$ cat config.mk
export PLATFORM = sky130hd
export DESIGN_NAME = uart_rx_fifo
export DESIGN_NICKNAME = d
export VERILOG_FILES = /design/src/rtl/uart_rx_fifo.sv
export SDC_FILE = /design/constraint.sdc
export NUM_CORES = 1
export LEC_CHECK = 0
export BUFFER_PORTS_ARGS = -buffer_cell sky130_fd_sc_hd__buf_2
export CORE_ASPECT_RATIO = 0.6
export CORE_MARGIN = 10
export CORE_UTILIZATION = 63
export CTS_BUF_LIST = sky130_fd_sc_hd__clkbuf_4
export DETAILED_ROUTE_END_ITERATION = 8
export PLACE_DENSITY = 0.8
export SLEW_MARGIN = 20
export SYNTH_ARGS = -nofsm -noshare
export SYNTH_HDL_FRONTEND = slang
export SYNTH_SLANG_ARGS = --single-unit
$ cat constraint.sdc
create_clock -name clk -period 4 [get_ports clk]
set_input_delay 0.2 -clock clk [delete_from_list [all_inputs] [get_ports clk]]
set_output_delay 0.2 -clock clk [all_outputs]
set_load 0.1 [all_outputs]
$ cat src/rtl/uart_rx_fifo.sv
// uart_rx_fifo: UART receiver with a first-word-fall-through RX FIFO.
// Word length, parity and stop bits are latched at each start edge and held for the whole frame.
// Optional feature macro UART_RX_MAJORITY_EN: each bit is the 2-of-3 majority of the
// synchronised line at cnt==2, cnt==1 and cnt==0 (needs baud_div >= 8). When the macro is
// undefined, each bit is a single sample taken at the tick.
module uart_rx_fifo #(
  parameter int DATA_W     = 8,
  parameter int DIV_W      = 16,
  parameter int FIFO_DEPTH = 8,
  parameter int LVL_W      = $clog2(FIFO_DEPTH + 1)
) (
  input  logic              clk,
  input  logic              rst,
  input  logic              rx_en,
  input  logic [DIV_W-1:0]  baud_div,
  input  logic [3:0]        cfg_data_bits,
  input  logic              cfg_parity_en,
  input  logic              cfg_parity_odd,
  input  logic              cfg_stop2,
  input  logic              rx_serial,
  output logic [DATA_W-1:0] rx_data,
  output logic              rx_parity_err,
  output logic              rx_frame_err,
  output logic              rx_valid,
  input  logic              rx_ready,
  output logic [LVL_W-1:0]  rx_level,
  output logic              rx_overrun,
  input  logic              clr_overrun,
  output logic              rx_busy,
  output logic              rx_done_tick
);

  localparam int PTR_W  = $clog2(FIFO_DEPTH);
  localparam int WORD_W = DATA_W + 2;
  localparam logic [3:0]       MAX_BITS = 4'(DATA_W);
  localparam logic [DIV_W-1:0] CNT_ONE  = DIV_W'(1);
  localparam logic [LVL_W-1:0] FULL_LVL = LVL_W'(FIFO_DEPTH);
  localparam logic [LVL_W-1:0] LVL_ONE  = LVL_W'(1);
  localparam logic [PTR_W-1:0] PTR_ONE  = PTR_W'(1);

  typedef enum logic [2:0] {
    S_IDLE,
    S_START,
    S_DATA,
    S_PARITY,
    S_STOP1,
    S_STOP2
  } state_t;

  // Line synchroniser and edge-detect history
  logic [1:0] sync_q;
  logic       rxs_prev_q;
  logic       rxs;
  logic       fall;

  // Receiver state
  state_t            state_q;
  logic [DIV_W-1:0]  cnt_q;
  logic [DIV_W-1:0]  div_q;
  logic [3:0]        bits_q;
  logic [3:0]        bit_idx_q;
  logic              par_en_q;
  logic              odd_q;
  logic              stop2_q;
  logic [DATA_W-1:0] data_q;
  logic              perr_q;
  logic              ferr_q;

  logic              tick;
  logic              sample;
  logic [3:0]        eff_bits;
  logic              frame_done;
  logic [WORD_W-1:0] push_word;

  // FIFO state
  logic [WORD_W-1:0] mem_q [FIFO_DEPTH];
  logic [PTR_W-1:0]  wptr_q;
  logic [PTR_W-1:0]  rptr_q;
  logic [LVL_W-1:0]  level_q;
  logic [LVL_W-1:0]  level_d;
  logic              overrun_q;
  logic              full;
  logic              pop;
  logic              push_ok;
  logic [WORD_W-1:0] head_word;

  assign rxs  = sync_q[1];
  assign fall = rxs_prev_q & ~rxs;

  // Two-flop synchroniser plus one history flop for falling-edge detection
  always_ff @(posedge clk) begin
    if (rst) begin
      sync_q     <= 2'b11;
      rxs_prev_q <= 1'b1;
    end else begin
      sync_q     <= {sync_q[0], rx_serial};
      rxs_prev_q <= rxs;
    end
  end

`ifdef UART_RX_MAJORITY_EN
  localparam logic [DIV_W-1:0] CNT_TWO = DIV_W'(2);
  logic early2_q;
  logic early1_q;

  // Capture the two early votes of the majority sample in each bit interval
  always_ff @(posedge clk) begin
    if (rst) begin
      early2_q <= 1'b1;
      early1_q <= 1'b1;
    end else begin
      if (cnt_q == CNT_TWO) early2_q <= rxs;
      if (cnt_q == CNT_ONE) early1_q <= rxs;
    end
  end

  assign sample = (early2_q & early1_q) | (early2_q & rxs) | (early1_q & rxs);
`else
  assign sample = rxs;
`endif

  assign tick       = (state_q != S_IDLE) && (cnt_q == '0);
  assign eff_bits   = ((cfg_data_bits >= 4'd5) && (cfg_data_bits <= MAX_BITS)) ? cfg_data_bits : MAX_BITS;
  assign frame_done = tick && (((state_q == S_STOP1) && !stop2_q) || (state_q == S_STOP2));
  assign push_word  = {ferr_q | ~sample, perr_q, data_q};

  // Frame FSM with its baud counter; config is frozen at the accepted start edge
  always_ff @(posedge clk) begin
    if (rst) begin
      state_q   <= S_IDLE;
      cnt_q     <= '0;
      div_q     <= '0;
      bits_q    <= MAX_BITS;
      bit_idx_q <= '0;
      par_en_q  <= 1'b0;
      odd_q     <= 1'b0;
      stop2_q   <= 1'b0;
      data_q    <= '0;
      perr_q    <= 1'b0;
      ferr_q    <= 1'b0;
    end else begin
      if (state_q != S_IDLE) begin
        cnt_q <= tick ? (div_q - CNT_ONE) : (cnt_q - CNT_ONE);
      end
      case (state_q)
        S_IDLE: begin
          if (rx_en && fall) begin
            state_q   <= S_START;
            cnt_q     <= (baud_div >> 1) - CNT_ONE;
            div_q     <= baud_div;
            bits_q    <= eff_bits;
            par_en_q  <= cfg_parity_en;
            odd_q     <= cfg_parity_odd;
            stop2_q   <= cfg_stop2;
            bit_idx_q <= '0;
            data_q    <= '0;
            perr_q    <= 1'b0;
            ferr_q    <= 1'b0;
          end
        end
        S_START: begin
          if (tick) begin
            if (!sample) begin
              state_q   <= S_DATA;
              bit_idx_q <= '0;
            end else begin
              state_q <= S_IDLE;
            end
          end
        end
        S_DATA: begin
          if (tick) begin
            data_q <= data_q | (DATA_W'(sample) << bit_idx_q);
            if (bit_idx_q == (bits_q - 4'd1)) begin
              state_q <= par_en_q ? S_PARITY : S_STOP1;
            end else begin
              bit_idx_q <= bit_idx_q + 4'd1;
            end
          end
        end
        S_PARITY: begin
          if (tick) begin
            perr_q  <= ((^data_q) ^ sample) != odd_q;
            state_q <= S_STOP1;
          end
        end
        S_STOP1: begin
          if (tick) begin
            ferr_q  <= ferr_q | ~sample;
            state_q <= stop2_q ? S_STOP2 : S_IDLE;
          end
        end
        S_STOP2: begin
          if (tick) begin
            ferr_q  <= ferr_q | ~sample;
            state_q <= S_IDLE;
          end
        end
        default: state_q <= S_IDLE;
      endcase
    end
  end

  assign rx_busy      = (state_q != S_IDLE);
  assign rx_done_tick = frame_done;

  assign full    = (level_q == FULL_LVL);
  assign rx_valid = (level_q != '0);
  assign pop     = rx_valid & rx_ready;
  assign push_ok = frame_done & (~full | pop);

  // Occupancy next-state: a simultaneous push and pop leaves the level unchanged
  always_comb begin
    level_d = level_q;
    if (push_ok && !pop) begin
      level_d = level_q + LVL_ONE;
    end else if (!push_ok && pop) begin
      level_d = level_q - LVL_ONE;
    end
  end

  // FIFO storage, pointers, occupancy and the sticky overrun flag (set beats clear)
  always_ff @(posedge clk) begin
    if (rst) begin
      for (int i = 0; i < FIFO_DEPTH; i++) begin
        mem_q[i] <= '0;
      end
      wptr_q    <= '0;
      rptr_q    <= '0;
      level_q   <= '0;
      overrun_q <= 1'b0;
    end else begin
      if (push_ok) begin
        mem_q[wptr_q] <= push_word;
        wptr_q        <= wptr_q + PTR_ONE;
      end
      if (pop) begin
        rptr_q <= rptr_q + PTR_ONE;
      end
      level_q <= level_d;
      if (frame_done && full && !pop) begin
        overrun_q <= 1'b1;
      end else if (clr_overrun) begin
        overrun_q <= 1'b0;
      end
    end
  end

  assign head_word     = mem_q[rptr_q];
  assign rx_data       = rx_valid ? head_word[DATA_W-1:0] : '0;
  assign rx_parity_err = rx_valid & head_word[DATA_W];
  assign rx_frame_err  = rx_valid & head_word[DATA_W+1];
  assign rx_level      = level_q;
  assign rx_overrun    = overrun_q;

endmodule

* Yosys cells after proc, flatten, opt, wreduce, memory -nomap -nowiden
Memories as Yosys holds them, arrays and structs flattened. A register that Yosys moved wholly into a read port is not among the register bits. Cells that the tools add are included.
Cells by class: add/sub/neg operators 9, multiply operators 0, divide/modulo/power cells 0, order comparisons 2, eq/ne operators 18, shift operators 1, multiplexer cells 45, bitwise logic cells 11, reduce and logical (&&, ||, !) cells 32
Operator list (number):
- 16-bit 2-to-1 mux | 4
- 3-bit 2-to-1 mux | 12
- 4-bit 2-to-1 mux | 8
- 16-bit by 1-bit subtractor with 16-bit output, second input constant | 2
- 8-bit 2-to-1 mux | 3
- 2-bit != test, second input constant | 9
- 3-bit case mux with 6 select lines | 1
- 16-bit zero test | 1
- 8-bit case mux with 2 select lines | 1
- 15-bit by 1-bit subtractor with 16-bit output, second input constant | 1
- 4-bit case mux with 3 select lines | 1
- 1-bit 2-to-1 mux | 11
- 10-bit 2-to-1 mux | 1
- 2-bit nonzero test | 5
- 10-bit OR reduction | 1
- 1-bit logical AND | 9
- 3-bit AND reduction | 3
- 4-bit by 1-bit adder with 4-bit output, second input constant | 2
- 8-bit bitwise OR | 1
- 8-bit parity | 1
- 1-bit by 4-bit << shifter with 8-bit output | 1
- 4-bit by 1-bit subtractor with 4-bit output, second input constant | 2
- 7-bit AND reduction | 1
- 3-bit by 1-bit adder with 3-bit output, second input constant | 2
- 23 further kinds | 35
Word-level totals: flip-flop bits (word level) 70, latch bits 0, RAM bits 80, bits in read-only memories 0, word-level logic and storage cells 136, memories kept 1
Memories:
- mem_q | depth 8, width 10, read ports 1, clocked after Yosys merged registers in 1, wr ports 8, RTL line 76 | logic [WORD_W-1:0] mem_q [FIFO_DEPTH];

* Longest topological paths before layout
depth in word-level cells 10, depth in mapped cells 14

* Least setup slack after synthesis
OpenSTA, ideal clock, no wires.
path kind flip-flop to flip-flop, start register level_q[0] (netlist: rx_level[0]), end register level_q[3] (netlist: rx_level[3]), setup time 0.070 ns, data arrival time 3.515 ns, setup slack 0.414 ns, stages on the path, launching flop included 12, buffers on the path 0, clock period less this slack 3.586 ns, path through dfxtp_1 nor4_1 inv_1 nand2_1 ha_1 inv_1 ha_1 a21o_1 a21oi_1 xnor2_1 or3_1 a21oi_1
On the way: cells in the longest elaborated chain, start to end 7, elaborated cells between the ends (all ways) 15, classes of those cells add/sub: 2; eq/ne: 1; mux: 2; bitwise: 4; reduce/logical: 6
Ends and longest elaborated chain:
- from (decl) | RTL line 79 | logic [LVL_W-1:0] level_q;
- from (signal assigned) | RTL line 240 | level_q <= level_d;
- 4-bit nonzero test (*) | RTL line 208 | assign rx_valid = (level_q != '0);
- named net rx_valid | RTL line 24 | output logic rx_valid,
- 1-bit AND (*) | RTL line 209 | assign pop = rx_valid & rx_ready;
- 1-bit bitwise OR | RTL line 210 | assign push_ok = frame_done & (~full | pop);
- 1-bit AND | RTL line 210
- 1-bit zero test | RTL line 217 | end else if (!push_ok && pop) begin
- 1-bit logical AND | RTL line 217
- 2-bit nonzero test (no source line)
The timed path passes the listed nets; every way through them passes the cells marked *. The select of a mux whose other input is x is not followed. A chain may end at the register's enable or synchronous reset.

* Final worst setup path
start register state_q[0], end register cnt_q[10]
On the way: cells in the longest elaborated chain, start to end 6, elaborated cells between the ends (all ways) 7, classes of those cells mux: 4; reduce/logical: 3
Ends and longest elaborated chain:
- from (decl) | RTL line 57 | state_t state_q;
- from (signal assigned) | RTL line 175 | state_q <= par_en_q ? S_PARITY : S_STOP1;
- from (signal assigned) | RTL line 190 | state_q <= stop2_q ? S_STOP2 : S_IDLE;
- 3-bit nonzero test | RTL line 122, 142
- 1-bit logical AND | RTL line 122 | assign tick = (state_q != S_IDLE) && (cnt_q == '0);
- 16-bit 2-to-1 mux | RTL line 143 | cnt_q <= tick ? (div_q - CNT_ONE) : (cnt_q - CNT_ONE);
- 16-bit 2-to-1 mux | RTL line 142 | if (state_q != S_IDLE) begin
- 16-bit 2-to-1 mux | RTL line 147 | if (rx_en && fall) begin
- 16-bit 2-to-1 mux (*) | RTL line 145 | case (state_q)
- to (signal assigned) | RTL line 143
- to (signal assigned) | RTL line 149 | cnt_q <= (baud_div >> 1) - CNT_ONE;
- to (decl) | RTL line 58 | logic [DIV_W-1:0] cnt_q;
Mark *: on every way between the ends. The rest lies on a longest branch, timed or not.

==> impl_results.md <==
- Post-CTS Setup Inserts: 0
- Clk_skew: 0.0241 ns
- Final nets: a little under 900
- Static Leak: slightly above 3 nW
- PnR worst setup slack: around 0.19 ns
- First DRT Iteration DRCs: 776
- Final slew viol count: 0
- Clock slew at reported path FFs: 0.15 ns
- Critical Path Source Type: flop
- Synth top area share: a little under a third
- Clk buf depth: 2
- Hold crit path type: in -> reg
- Number of fill cells in the layout: 883
- Die Y: 106 µm
- Final hold slack: 0.102 ns
- CTS tree: done
- Final GP Congestion: 0.984
- Vias in the first global route: 6168
- Final hold violation count: 0
- Hold Crit Depth: 4
- Synth Instances: about 770
- CTS Root Cell: clkbuf_4
- Max-cap violations: 0
- DP Worst Slack: 0.416 ns
- Row cnt: 31
- Largest net degree at the start of global routing: 62
- IO Port Bufs: 46
- ANT nets after route: 0
- Die width: 164 µm
- Synthesis Warnings: 0
- Fraction of registers with async set or reset after synthesis: 0%
- Tcrit/Tclk final: 95.4%
- Setup CP Type: reg -> reg
- HPWL Detailed: about 14 mm
- First-pass GRT wire length: between 30 and 40 mm
- Post-synthesis cell area: between 7000 and 8000 µm²
- Power Dens Cells: 521 nW/µm²
- Flops & latches, synth: 153
- Unrepaired setup endpoints after global routing: no
- Wire per inst: 20.6 µm
- Dominant cell type by area after synthesis: edfxtp_1
- Initial DRT Pass Iterations: 6
- Ys flop type: edfxtp_1
- Critical Path RT: 4.49 ns
- Setup crit end kind: flop
- Routed via count: 6318
- Distinct cells, synth: between 60 and 70
- Least-Margin Pin Slew: 1.14 ns
- Post-synth EDFFs: 80
- Via density: 6.27
- Final setup viols: 0
- CORE AREA: 12100 µm²
- Relative slew slack: a little under a quarter
- Initial antenna violation count: 0
- Die Area: 17400 µm²
- Status: finished, final reports clean
- Io pins: 47
- Synth top area cells: edfxtp_1, dfxtp_1, and2_1
- F_max: ~260 MHz
- Starting Density: between 60 and 70%
- Tot GR Track Use: 23.9%
- Layout cells sized above 1: 16.6%
- Htree depth: 4
- Total Power: 4.55 mW
- Tmin final: 3.81 ns
- Setup TNS: 0 ns
- Arr. time, crit path: 4.30 ns
- TritonCTS buffer count: 17
- Post-Syn Nets: a little over 800
- Average size of a mapped cell: 10.2 µm²
- Worst-Skew Late Latency: about 0.55 ns
- Worst VDD drop: 326 µV
- Drt total wl: 20.7 mm
- Seq/Total Area, Yosys: 49.5%
- Layout area overhead: 11.7%
- Largest fanout on the critical path: 16
- # clock sinks: 153
- Worst Reg-to-Reg Cells: 11
- DR DRC count: 0
- GRT overflow: 0
routing by layer:
| metal | part of all wire (%) | up-vias | GRT usage [%] |
|---|---|---|---|
| met5 | 0 | - | 0 |
| li1 | - | 2871 | - |
| met2 | 44 | 404 | 34.4 |
| met1 | 41 | 3013 | 34.1 |
| met4 | 1.2 | 0 | 6.61 |
| met3 | 14 | 30 | 7.51 |
power breakdown:
group          leakage [nW]  switching [mW]  internal [mW]
sequential             1.39           0.104           1.74
clock                 0.126           0.599          0.317
combinational          1.57            1.26          0.523
repair_timing:
action,in CTS,in global routing
setup endpoints to repair,0,0
resized for setup,0,0
hold buffers,27,0
endpoints found under the hold margin,28,0
synthesized netlist by cell type, drive strengths merged (18+ instances only):
master   n
nand3   18
edfxtp  80
dfxtp   73
o21ai   19
mux4    20
and2    75
a21oi   62
nor3    31
nor2    69
clkbuf  34
nand2   73
xnor2   28
critical path: stages (launching register included):
cell,delay (ns)
dfxtp_1,0.50
nor3_1,0.35
inv_2,0.20
and3_1,0.22
a21oi_1,0.17
ha_1,0.22
nor4b_1,0.93
nand3_1,0.17
a31oi_1,0.42
o21ai_0,0.16
mux2_2,0.28
a31oi_1,0.15
placed cells by master (no fill, tap or decap), types with 5 or more instances in the layout:
master	count
mux2i_1	12
mux4_2	20
nor3_1	27
clkbuf_4	17
xor2_1	12
and2_1	75
inv_6	7
o22ai_1	8
nor2_1	65
a31oi_1	8
ha_1	9
dlygate4sd3_1	27
buf_2	46
nand3_1	18
buf_4	15
o21ai_0	19
xnor2_1	28
edfxtp_1	80
nand2b_1	15
nand2_1	72
a21oi_1	62
dfxtp_1	73
a211oi_1	6
or3_1	8
or2_2	12
nor4_1	10
nor2b_1	8
clkinvlp_4	5
inv_1	10
registers in the layout, indices dropped and copies added (netlist names), 2 cells and up, named ones only:
register and count:
wptr_q 3, state_q 3, sync_q 2, cnt_q 16, mem_q 80, rx_level 4
div_q 16, rptr_q 3, bits_q 4, data_q 8, bit_idx_q 4
cell type report:
type	count	area [µm²]	area share (%)
well taps	165	206	2.37
multi-input cells	556	3720	42.6
diodes	1	2.50	0.0287
clock inverters	15	138	1.58
inverters	12	50.0	0.574
flip-flops and latches	153	3860	44.3
clock buffers	17	128	1.46
repair buffers	88	613	7.03
worst paths after layout:
check / startpoint / end / slack (ns)
worst max-delay path: state_q[0]$_SDFFE_PP0P_ / cnt_q[10]$_SDFF_PP0_ / 0.19
worst min-delay path: cfg_data_bits[2] / bits_q[2]$_SDFFE_PP0P_ / 0.10
worst max register to register: state_q[0]$_SDFFE_PP0P_ / cnt_q[10]$_SDFF_PP0_ / 0.19
worst min register to register: sync_q[0]$_SDFF_PP1_ / sync_q[1]$_SDFF_PP1_ / 0.43
logic make-up (layout without fill, tap and decap cells):
kind of cell,Yosys count,count (layout),synth area share (%)
buf+inv,57,132,2.93
flops,153,153,49.5
other cells,0,1,0
xor+xnor,40,40,4.49
simple gates,340,340,23.6
compound gates,133,133,10.3
mux,33,33,7.46
fa+ha+maj,10,10,1.70
stage by stage:
step | util [%] | area, µm² | instances
after floorplan | - | 7800 | 766
after global placement | 67.6 | 8180 | 947
after detailed placement | 67.6 | 8180 | 947
after CTS | 72.0 | 8710 | 1006
after global routing | 72.0 | 8710 | 1006
final | 72.0 | 8720 | 1007
Power figures use the tool's default switching activity.
